==> src/rtl/muldiv_sequencer_pkg.sv <==
// Shared definitions for the HI/LO multiply/divide sequencer: sequencer states,
// default sizing and the SPECIAL-opcode function codes used by control decode.
package muldiv_sequencer_pkg;

    localparam int unsigned DEFAULT_WIDTH = 32;
    localparam int unsigned DEFAULT_CNT_W = 6;

    localparam logic [5:0] MULTU_FUNC = 6'h19;
    localparam logic [5:0] DIVU_FUNC  = 6'h1b;
    localparam logic [5:0] MFHI_FUNC  = 6'h10;
    localparam logic [5:0] MFLO_FUNC  = 6'h12;

    typedef enum logic [1:0] {
        ST_IDLE = 2'd0,
        ST_MUL  = 2'd1,
        ST_DIV  = 2'd2
    } state_e;

endpackage

==> src/rtl/muldiv_sequencer_if.sv <==
// ID-stage <-> mul/div sequencer bundle: issue strobes, operands, HI/LO
// reader strobe, and the stall/busy/done/HI/LO results.
interface muldiv_sequencer_if
    import muldiv_sequencer_pkg::*;
#(
    parameter int unsigned WIDTH = DEFAULT_WIDTH
);
    logic             start_mult;
    logic             start_div;
    logic [WIDTH-1:0] op_a;
    logic [WIDTH-1:0] op_b;
    logic             rd_hilo;
    logic             stall;
    logic             busy;
    logic             done;
    logic [WIDTH-1:0] hi;
    logic [WIDTH-1:0] lo;

    modport master (
        output start_mult, start_div, op_a, op_b, rd_hilo,
        input  stall, busy, done, hi, lo
    );

    modport slave (
        input  start_mult, start_div, op_a, op_b, rd_hilo,
        output stall, busy, done, hi, lo
    );

endinterface

==> src/rtl/muldiv_datapath.sv <==
// Shared 2*WIDTH accumulator: shift-add multiply step or restoring-divide step.
// next_hi/next_lo expose the value the accumulator takes after the current step.
module muldiv_datapath
    import muldiv_sequencer_pkg::*;
#(
    parameter int unsigned WIDTH = DEFAULT_WIDTH
) (
    input  logic             clk,
    input  logic             rst,
    input  logic             load,
    input  logic             step,
    input  logic             is_mul,
    input  logic [WIDTH-1:0] op_a,
    input  logic [WIDTH-1:0] op_b,
    output logic [WIDTH-1:0] next_hi,
    output logic [WIDTH-1:0] next_lo
);

    logic [2*WIDTH-1:0] acc_q, acc_d, acc_step;
    logic [WIDTH-1:0]   opnd_q, opnd_d;
    logic [WIDTH:0]     mul_sum;
    logic [WIDTH:0]     div_trial;

    always_comb begin
        mul_sum   = {1'b0, acc_q[2*WIDTH-1:WIDTH]} + (acc_q[0] ? {1'b0, opnd_q} : '0);
        // acc_q[2W-1:W-1] is the remainder already shifted left with the next dividend bit
        div_trial = acc_q[2*WIDTH-1:WIDTH-1] - {1'b0, opnd_q};

        if (is_mul) begin
            acc_step = {mul_sum, acc_q[WIDTH-1:1]};
        end else if (!div_trial[WIDTH]) begin
            acc_step = {div_trial[WIDTH-1:0], acc_q[WIDTH-2:0], 1'b1};
        end else begin
            acc_step = {acc_q[2*WIDTH-2:0], 1'b0};
        end

        acc_d  = acc_q;
        opnd_d = opnd_q;
        if (load) begin
            opnd_d = is_mul ? op_a : op_b;
            acc_d  = {{WIDTH{1'b0}}, (is_mul ? op_b : op_a)};
        end else if (step) begin
            acc_d = acc_step;
        end
    end

    always_ff @(posedge clk or posedge rst) begin
        if (rst) begin
            acc_q  <= '0;
            opnd_q <= '0;
        end else begin
            acc_q  <= acc_d;
            opnd_q <= opnd_d;
        end
    end

    assign next_hi = acc_step[2*WIDTH-1:WIDTH];
    assign next_lo = acc_step[WIDTH-1:0];

endmodule

==> src/rtl/muldiv_sequencer.sv <==
// MULTU/DIVU sequencer: accepts ops while idle, steps the datapath WIDTH times,
// commits HI/LO atomically and stalls HI/LO readers or new ops while busy.
module muldiv_sequencer
    import muldiv_sequencer_pkg::*;
#(
    parameter int unsigned WIDTH = DEFAULT_WIDTH,
    parameter int unsigned CNT_W = DEFAULT_CNT_W
) (
    input logic               clk,
    input logic               rst,
    muldiv_sequencer_if.slave bus
);

    state_e           state_q, state_d;
    logic [CNT_W-1:0] cnt_q, cnt_d;
    logic [WIDTH-1:0] hi_q, hi_d, lo_q, lo_d;
    logic             done_q, done_d;
    logic             dp_load, dp_step, dp_is_mul;
    logic [WIDTH-1:0] dp_hi, dp_lo;
    logic             busy;

    // Datapath mode follows the incoming op while idle, the running op otherwise
    assign dp_is_mul = (state_q == ST_IDLE) ? bus.start_mult : (state_q == ST_MUL);

    muldiv_datapath #(.WIDTH(WIDTH)) u_datapath (
        .clk     (clk),
        .rst     (rst),
        .load    (dp_load),
        .step    (dp_step),
        .is_mul  (dp_is_mul),
        .op_a    (bus.op_a),
        .op_b    (bus.op_b),
        .next_hi (dp_hi),
        .next_lo (dp_lo)
    );

    always_comb begin
        state_d = state_q;
        cnt_d   = cnt_q;
        hi_d    = hi_q;
        lo_d    = lo_q;
        done_d  = 1'b0;
        dp_load = 1'b0;
        dp_step = 1'b0;

        case (state_q)
            ST_IDLE: begin
                if (bus.start_mult) begin
                    dp_load = 1'b1;
                    state_d = ST_MUL;
                    cnt_d   = '0;
                end else if (bus.start_div) begin
                    if (bus.op_b != '0) begin
                        dp_load = 1'b1;
                        state_d = ST_DIV;
                        cnt_d   = '0;
                    end else begin
                        hi_d   = bus.op_a;
                        lo_d   = '1;
                        done_d = 1'b1;
                    end
                end
            end
            ST_MUL, ST_DIV: begin
                dp_step = 1'b1;
                if (cnt_q == CNT_W'(WIDTH - 1)) begin
                    hi_d    = dp_hi;
                    lo_d    = dp_lo;
                    done_d  = 1'b1;
                    state_d = ST_IDLE;
                    cnt_d   = '0;
                end else begin
                    cnt_d = cnt_q + CNT_W'(1);
                end
            end
            default: begin
                state_d = ST_IDLE;
                cnt_d   = '0;
            end
        endcase
    end

    always_ff @(posedge clk or posedge rst) begin
        if (rst) begin
            state_q <= ST_IDLE;
            cnt_q   <= '0;
            hi_q    <= '0;
            lo_q    <= '0;
            done_q  <= 1'b0;
        end else begin
            state_q <= state_d;
            cnt_q   <= cnt_d;
            hi_q    <= hi_d;
            lo_q    <= lo_d;
            done_q  <= done_d;
        end
    end

    assign busy      = (state_q != ST_IDLE);
    assign bus.busy  = busy;
    assign bus.stall = busy & (bus.rd_hilo | bus.start_mult | bus.start_div);
    assign bus.done  = done_q;
    assign bus.hi    = hi_q;
    assign bus.lo    = lo_q;

endmodule

==> src/flat_wrapper.sv <==
// flat-port wrapper written by rule: the top's interface ports become plain ports
module muldiv_sequencer_flat import muldiv_sequencer_pkg::*;
#(
    parameter int unsigned WIDTH = DEFAULT_WIDTH,
    parameter int unsigned CNT_W = DEFAULT_CNT_W
)
  (clk, rst, bus_start_mult, bus_start_div, bus_op_a, bus_op_b, bus_rd_hilo, bus_stall, bus_busy, bus_done, bus_hi, bus_lo);
  muldiv_sequencer_if #(.WIDTH(WIDTH)) bus_i ();
  input logic clk;
  input logic rst;
  input wire logic [$bits(bus_i.start_mult)-1:0] bus_start_mult;
  input wire logic [$bits(bus_i.start_div)-1:0] bus_start_div;
  input wire logic [$bits(bus_i.op_a)-1:0] bus_op_a;
  input wire logic [$bits(bus_i.op_b)-1:0] bus_op_b;
  input wire logic [$bits(bus_i.rd_hilo)-1:0] bus_rd_hilo;
  output wire logic [$bits(bus_i.stall)-1:0] bus_stall;
  output wire logic [$bits(bus_i.busy)-1:0] bus_busy;
  output wire logic [$bits(bus_i.done)-1:0] bus_done;
  output wire logic [$bits(bus_i.hi)-1:0] bus_hi;
  output wire logic [$bits(bus_i.lo)-1:0] bus_lo;
  assign bus_i.start_mult = bus_start_mult;
  assign bus_i.start_div = bus_start_div;
  assign bus_i.op_a = bus_op_a;
  assign bus_i.op_b = bus_op_b;
  assign bus_i.rd_hilo = bus_rd_hilo;
  assign bus_stall = bus_i.stall;
  assign bus_busy = bus_i.busy;
  assign bus_done = bus_i.done;
  assign bus_hi = bus_i.hi;
  assign bus_lo = bus_i.lo;
  muldiv_sequencer #(.WIDTH(WIDTH), .CNT_W(CNT_W)) u_core (.clk(clk), .rst(rst), .bus(bus_i));
endmodule
==> config.mk <==
export PLATFORM = sky130hd
export DESIGN_NAME = muldiv_sequencer_flat
export DESIGN_NICKNAME = d
export VERILOG_FILES = /design/src/rtl/muldiv_sequencer_pkg.sv /design/src/rtl/muldiv_sequencer_if.sv /design/src/rtl/muldiv_datapath.sv /design/src/rtl/muldiv_sequencer.sv /design/src/flat_wrapper.sv
export SDC_FILE = /design/constraint.sdc
export NUM_CORES = 1
export LEC_CHECK = 0
export ABC_CLOCK_PERIOD_IN_PS = 6900
export CAP_MARGIN = 20
export CORE_UTILIZATION = 55
export CTS_CLUSTER_DIAMETER = 50
export CTS_CLUSTER_SIZE = 40
export DETAILED_ROUTE_END_ITERATION = 8
export GPL_TIMING_DRIVEN = 1
export PLACE_DENSITY = 0.78
export REMOVE_ABC_BUFFERS = 1
export SLEW_MARGIN = 20
export SYNTH_ARGS = -nofsm -noshare
export SYNTH_HDL_FRONTEND = slang
export SYNTH_SLANG_ARGS = --single-unit
==> constraint.sdc <==
create_clock -name clk -period 6.9 [get_ports clk]
set_input_delay 0.69 -clock clk [delete_from_list [all_inputs] [get_ports clk]]
set_output_delay 0.69 -clock clk [all_outputs]
set_load 0.05 [all_outputs]
Yosys cells after proc, flatten, opt, wreduce, memory -nomap -nowiden
Index checks and enable logic that the tools add are counted.

operators by class
  reduce and logical (&&, ||, !) cells = 9
  bitwise logic cells = 3
  multiplexer cells = 38
  add/sub/neg operators = 3
  eq/ne operators = 9

operators by type and width
  cell                                                   number
  2-to-1 mux 32 bit                                      11
  2-to-1 mux 64 bit                                      4
  case mux 32 bit (2 select lines)                       2
  adder 32 x 33 -> 33 bit                                1
  subtractor 33 x 32 -> 33 bit                           1
  nonzero test 32 bit                                    1
  2-to-1 mux 6 bit                                       4
  case mux 6 bit (2 select lines)                        1
  2-to-1 mux 1 bit                                       10
  2-to-1 mux 2 bit                                       4
  adder 6 x 1 -> 6 bit, second input constant            1
  equality test 6 x 5 -> 1 bit, second input constant    1
  inequality test 2 bit, second input constant           3
  inequality test 3 bit, second input constant           2
  nonzero test 2 bit                                     3
  AND reduction 5 bit                                    1
  case mux 2 bit (2 select lines)                        1
  AND reduction 3 bit                                    1
  equality test 2 x 1 -> 1 bit, second input constant    1
  equality test 2 bit, second input constant             1
  zero test 2 bit                                        1
  inequality test 2 x 1 -> 1 bit, second input constant  1
  bitwise OR 1 bit                                       2
  case mux 1 bit (2 select lines)                        1
  3 further kinds                                        3

word-level totals
  flip-flop bits (word level) = 169
  output and inout port bits = 67
  input bits = 69

Longest topological paths before layout
  word-level depth = 6
  depth in mapped cells = 14

Modules after synthesis
A second synthesis with hierarchy kept.

unflattened totals
  cell total of the unflattened synthesis = 1482
  area total of the unflattened synthesis = 12987.5 µm²

by module, submodules not included
  module            sequential area each (µm²)  cells each  times used  area each (µm²)
  muldiv_datapath   2402.3                      1118        1           9405.3
  muldiv_sequencer  1826.8                      364         1           3582.2

Worst setup path after synthesis
OpenSTA, ideal clock, no wires.

  kind = register to register
  start = reg u_core.u_datapath.acc_q[0]
  end = reg u_core.hi_q[31], in the netlist u_core.bus.hi[31]
  clock period less this slack = 3173 ps
  stages on the path, launching flop included = 14
  library setup time = 122 ps
  path buffers = 1
  slack = 3727 ps
  data arrival time = 3051 ps
  cell sequence = dfrtp_1 > clkbuf_1 > and2_1 > ha_1 > fa_1 > a211oi_1 > o21ai_1 > nand4_1 > nand2_1 > a31oi_1 > a2111oi_0 > a2111oi_0 > o31a_1 > o21ai_1

on the way
  cells in the longest elaborated chain, start to end = 5

ends and longest elaborated chain
  what                              line                    text
  start, declared                   muldiv_datapath.sv:19   logic [2*WIDTH-1:0] acc_q, acc_d, acc_step;
  start signal, assigned            muldiv_datapath.sv:49   acc_q <= '0;
  start signal, assigned            muldiv_datapath.sv:52   acc_q <= acc_d;
  2-to-1 mux 32 bit                 muldiv_datapath.sv:25   mul_sum = {1'b0, acc_q[2*WIDTH-1:WIDTH]} + (acc_q[0] ? {1'b0, opnd_q} : '0);
  adder 32 x 33 -> 33 bit           muldiv_datapath.sv:25
  2-to-1 mux 64 bit                 muldiv_datapath.sv:29   if (is_mul) begin
  2-to-1 mux 32 bit                 muldiv_sequencer.sv:66  if (cnt_q == CNT_W'(WIDTH - 1)) begin
  case mux 32 bit (2 select lines)  muldiv_sequencer.sv:46  case (state_q)
  end signal, assigned              muldiv_sequencer.sv:93  hi_q <= hi_d;
  end, declared                     muldiv_sequencer.sv:16  logic [WIDTH-1:0] hi_q, hi_d, lo_q, lo_d;

No other way between the ends. The select of a mux whose other input is x is not followed.
A chain may end at the register's enable or synchronous reset.

Worst setup path in the final report
  start = reg u_core.u_datapath.acc_q[0]
  end = reg u_core.hi_q[20], in the netlist u_core.bus.hi[20]

The elaborated chain is that of the path after synthesis.

==> impl_summary.log <==
INFO  metric power_density = 605.9 nW/µm²
INFO  metric die_width = 151.4 µm
INFO  metric power.leakage = 0.006327 µW
INFO  metric post-route-util = 65.70%
INFO  metric yosys_warning_count = 0
INFO  metric reg2reg_from = u_core.u_datapath.acc_q[0]$_DFFE_PP0P_
INFO  metric setup.worst_path.class = flop to flop
INFO  metric run_status = finished clean
INFO  metric worst_slack = 2.642 ns
INFO  metric synth_async_sr_flop_share = 100.0%
INFO  metric core_area = 21890 µm²
INFO  metric synth.distinct_cells = 77
INFO  metric syn_area = about 12000 µm²
INFO  metric clock_power_share = 12.0%
INFO  metric finalSetupViolCount = 0
INFO  metric initial_drc_count = a little over 900
INFO  metric final_period_minus_worst_setup_slack = 4.258 ns
INFO  metric rsz_0062_raised_after_global_routing = no
INFO  metric critPathMaxFanout = 34
INFO  metric cts_max_path_buffers = 2
INFO  metric gpl.final_weighted_congestion = 0.9484
INFO  metric detail_route.vias_per_cell = 6.268
INFO  metric global_route_wire_length_before_repair = ~59000 µm
INFO  metric dominantRegCellSynth = dfrtp_1
INFO  metric min_from = u_core.bus.hi[14]$_DFFE_PP0P_
INFO  metric place_ws = 2.438 ns
INFO  metric met1_usage = roughly 44%
INFO  metric share_seq_of_total_power = 21.8%
INFO  metric global_route.usage.met3 = 5.090%
INFO  metric timing.hold.worst_endpoint = u_core.bus.hi[14]$_DFFE_PP0P_
INFO  metric cts_setup_buffers = 0
INFO  metric timing.critical_path.arrival = 4.57 ns
INFO  metric ctsHoldBuffers = 0
INFO  metric cts_num_sinks = around 170
INFO  metric layout.nets = ~1800
INFO  metric root_buffer = clkbuf_16
INFO  metric internal-power = 4084 µW
INFO  metric worst_ir_drop_vdd = 384.2 µV
INFO  metric final-hold-violation-count = 0
INFO  metric initial_core_util = between 50% and 60%
INFO  metric grt-busiest-layer = met2
INFO  metric r2r_end = u_core.bus.hi[20]$_DFFE_PP0P_
INFO  metric synth_edf_count = 0
INFO  metric max_slew_violation_count = 0
INFO  metric grt_max_degree = 100
INFO  metric gr-total-overflow = 0
INFO  metric worst_ep_required_time = just over 7 ns
INFO  metric antenna_found_initial = 0
INFO  metric slew_headroom = about a quarter
INFO  metric placement.io_buffers = 135
INFO  metric tritoncts_clock_tree = yes
INFO  metric die_h = about 150 µm
INFO  metric reg2reg_slack = 2.64 ns
INFO  metric pin_count = 136
INFO  metric worst_hold_path.num_cells = 2
INFO  metric route.detailed.drc = 0
INFO  metric route.detailed.wl_per_inst = between 15 and 20 µm
INFO  metric track_usage = 33.30%
INFO  metric grt_pass1_vias = 11102
INFO  metric combinationalPowerShare = 66.2%
INFO  metric cts-buffers-inserted = 17
INFO  metric tightestPinTransition = 1.139 ns
INFO  metric dr_total_vias = 12016
INFO  metric synth_area_per_cell = 7.935 µm²
INFO  metric cts.clk_slew.worst_paths = 0.08 ns
INFO  metric max_freq = roughly 230 MHz
INFO  metric cts_max_level = 4
INFO  metric synth_seq_area_share = 34.43%
INFO  metric worst_hold_slack = 0.4994 ns
INFO  metric cts.repair.resized = 0
INFO  metric routed_wl = 37560 µm
INFO  metric reg2reg_depth = 11
INFO  metric hold_path.class = flop to flop
INFO  metric place.detailed.hpwl = 26360 µm
INFO  metric fraction_of_layout_cells_with_a_size_suffix_above_1 = 5.925%
INFO  metric timing.max_cap.violations = 0
INFO  metric critical_path.endpoint_type = flop
INFO  metric final.period_utilization = slightly above 60%
INFO  metric power.net_switching = 4631 µW
INFO  metric final.setup_skew = roughly 0.012 ns
INFO  metric antenna_fix_cells = 0
INFO  metric first_pass_iters = 6
INFO  metric register_bit_total_from_synthesis = ~170
INFO  metric sw_frac_of_total = 53.14%
INFO  metric drtAntennaViolNets = 0
INFO  metric crit_path_start_kind = flop
INFO  metric postSynthCellCount = 1548
INFO  metric rows = 54
INFO  metric grt_use_met2 = between 50% and 60%
INFO  metric areaGrowthSynthToFinish = 17.09%
INFO  metric clk_latency = 0.45 ns
INFO  metric die-area = ~23000 µm²
[critical path, stage by stage (launching register included)]
cell	delay, ns
dfrtp_1	1.04
and2_1	0.30
ha_1	0.26
a211oi_1	0.45
o21ai_0	0.20
a21oi_1	0.46
a211oi_2	0.20
nor3_1	0.37
xor2_1	0.19
o21ai_0	0.10
a311oi_1	0.41
o21ai_0	0.15
[state kept, by name, indices dropped and copies added (netlist names)]
| signal | count |
|---|---|
| u_core.u_datapath.acc_q | 64 |
| u_core.cnt_q | 6 |
| u_core.bus.hi | 32 |
| u_core.u_datapath.opnd_q | 32 |
| u_core.bus.lo | 32 |
| u_core.bus.done | 1 |
| u_core.state_q | 2 |
[worst max path at each step]
stage | slack, ns | endpoint | start
2_1_floorplan | -1.21 | u_core.bus.hi[21]$_DFFE_PP0P_ | u_core.state_q[0]$_DFFE_PP0P_
3_3_place_gp | 2.51 | u_core.bus.hi[11]$_DFFE_PP0P_ | bus_op_b[9]
3_5_place_dp | 2.44 | u_core.bus.hi[11]$_DFFE_PP0P_ | bus_op_b[9]
4_1_cts | 2.77 | u_core.bus.hi[20]$_DFFE_PP0P_ | u_core.u_datapath.acc_q[0]$_DFFE_PP0P_
5_1_grt | 2.43 | u_core.bus.hi[20]$_DFFE_PP0P_ | u_core.u_datapath.acc_q[0]$_DFFE_PP0P_
6_report | 2.64 | u_core.bus.hi[20]$_DFFE_PP0P_ | u_core.u_datapath.acc_q[0]$_DFFE_PP0P_
[power by group through the flow]
stage	clock [µW]	combinational, µW	sequential, µW
global route	1090	6330	1930
floorplan	0	3740	2310
CTS	1050	5720	1880
detailed placement	0	5680	1890
finish	1050	5770	1900
global placement	0	5580	1890
[cell type report]
type	count	area, µm²
clock buffers	17	425.4
clock inverters	15	207.7
fillers	1846	7508
inverters	54	207.7
multi-input cells	1236	7516
flip-flops and latches	169	4229
well taps	280	350.3
repair buffers	146	1446
[cells in the mapped netlist, drive strengths merged (12+ instances only)]
master	number	share of area, %
a21o	23	1.4
a31oi	87	4.4
o21ai	90	3.7
ha	68	6.9
nand3	17	0.69
a21oi	157	6.5
nor3	15	0.61
and3	12	0.61
mux2i	38	3.1
o211ai	19	1.4
a211oi	16	1.1
dfrtp	169	34
xnor2	29	2.1
buf	14	0.75
xor2	19	1.4
clkbuf	75	2.3
inv	54	1.7
o31ai	17	1.0
and2	41	2.1
nand2	231	7.1
nor2	210	6.4
mux2	19	2.0
o21bai	12	0.73
[logic make-up (layout without fill, tap and decap cells)]
logic type	count (synthesis)	after routing	share of synthesized area, %
xor+xnor	48	48	3.423
compound gates	482	482	24.78
flops	169	169	34.43
fa+ha+maj	70	70	7.253
buf+inv	143	232	4.706
mux	57	57	5.083
simple gates	579	579	20.32
[layer usage]
| layer | vias to the layer above | wire length, µm |
|---|---|---|
| met5 | - | 0 |
| met4 | 0 | 1443 |
| met3 | 94 | 2738 |
| met2 | 561 | 17580 |
| met1 | 5699 | 15800 |
| li1 | 5662 | - |
[layout by cell type, fill, tap and decap left out, drive strengths merged, types with 16 or more instances in the layout]
cell,n
a211oi,16
a21o,23
a21oi,157
a31oi,87
and2,41
clkbuf,17
clkdlybuf4s50,135
dfrtp,169
ha,68
inv,60
mux2,19
mux2i,38
nand2,231
nand3,17
nor2,210
o211ai,19
o21ai,90
o31ai,17
xnor2,29
xor2,19
[metrics by stage]
stage / area, µm² / std cells / power, µW / setup TNS [ns]
finish: 14380 / 1917 / 8715 / 0
CTS: 14380 / 1917 / 8655 / 0
detailed placement: 13750 / 1885 / 7570 / 0
floorplan: 11910 / 1459 / 6056 / -48.53
global route: 14380 / 1917 / 9348 / 0
global placement: 13750 / 1885 / 7471 / 0
Power figures use the tool's default switching activity.
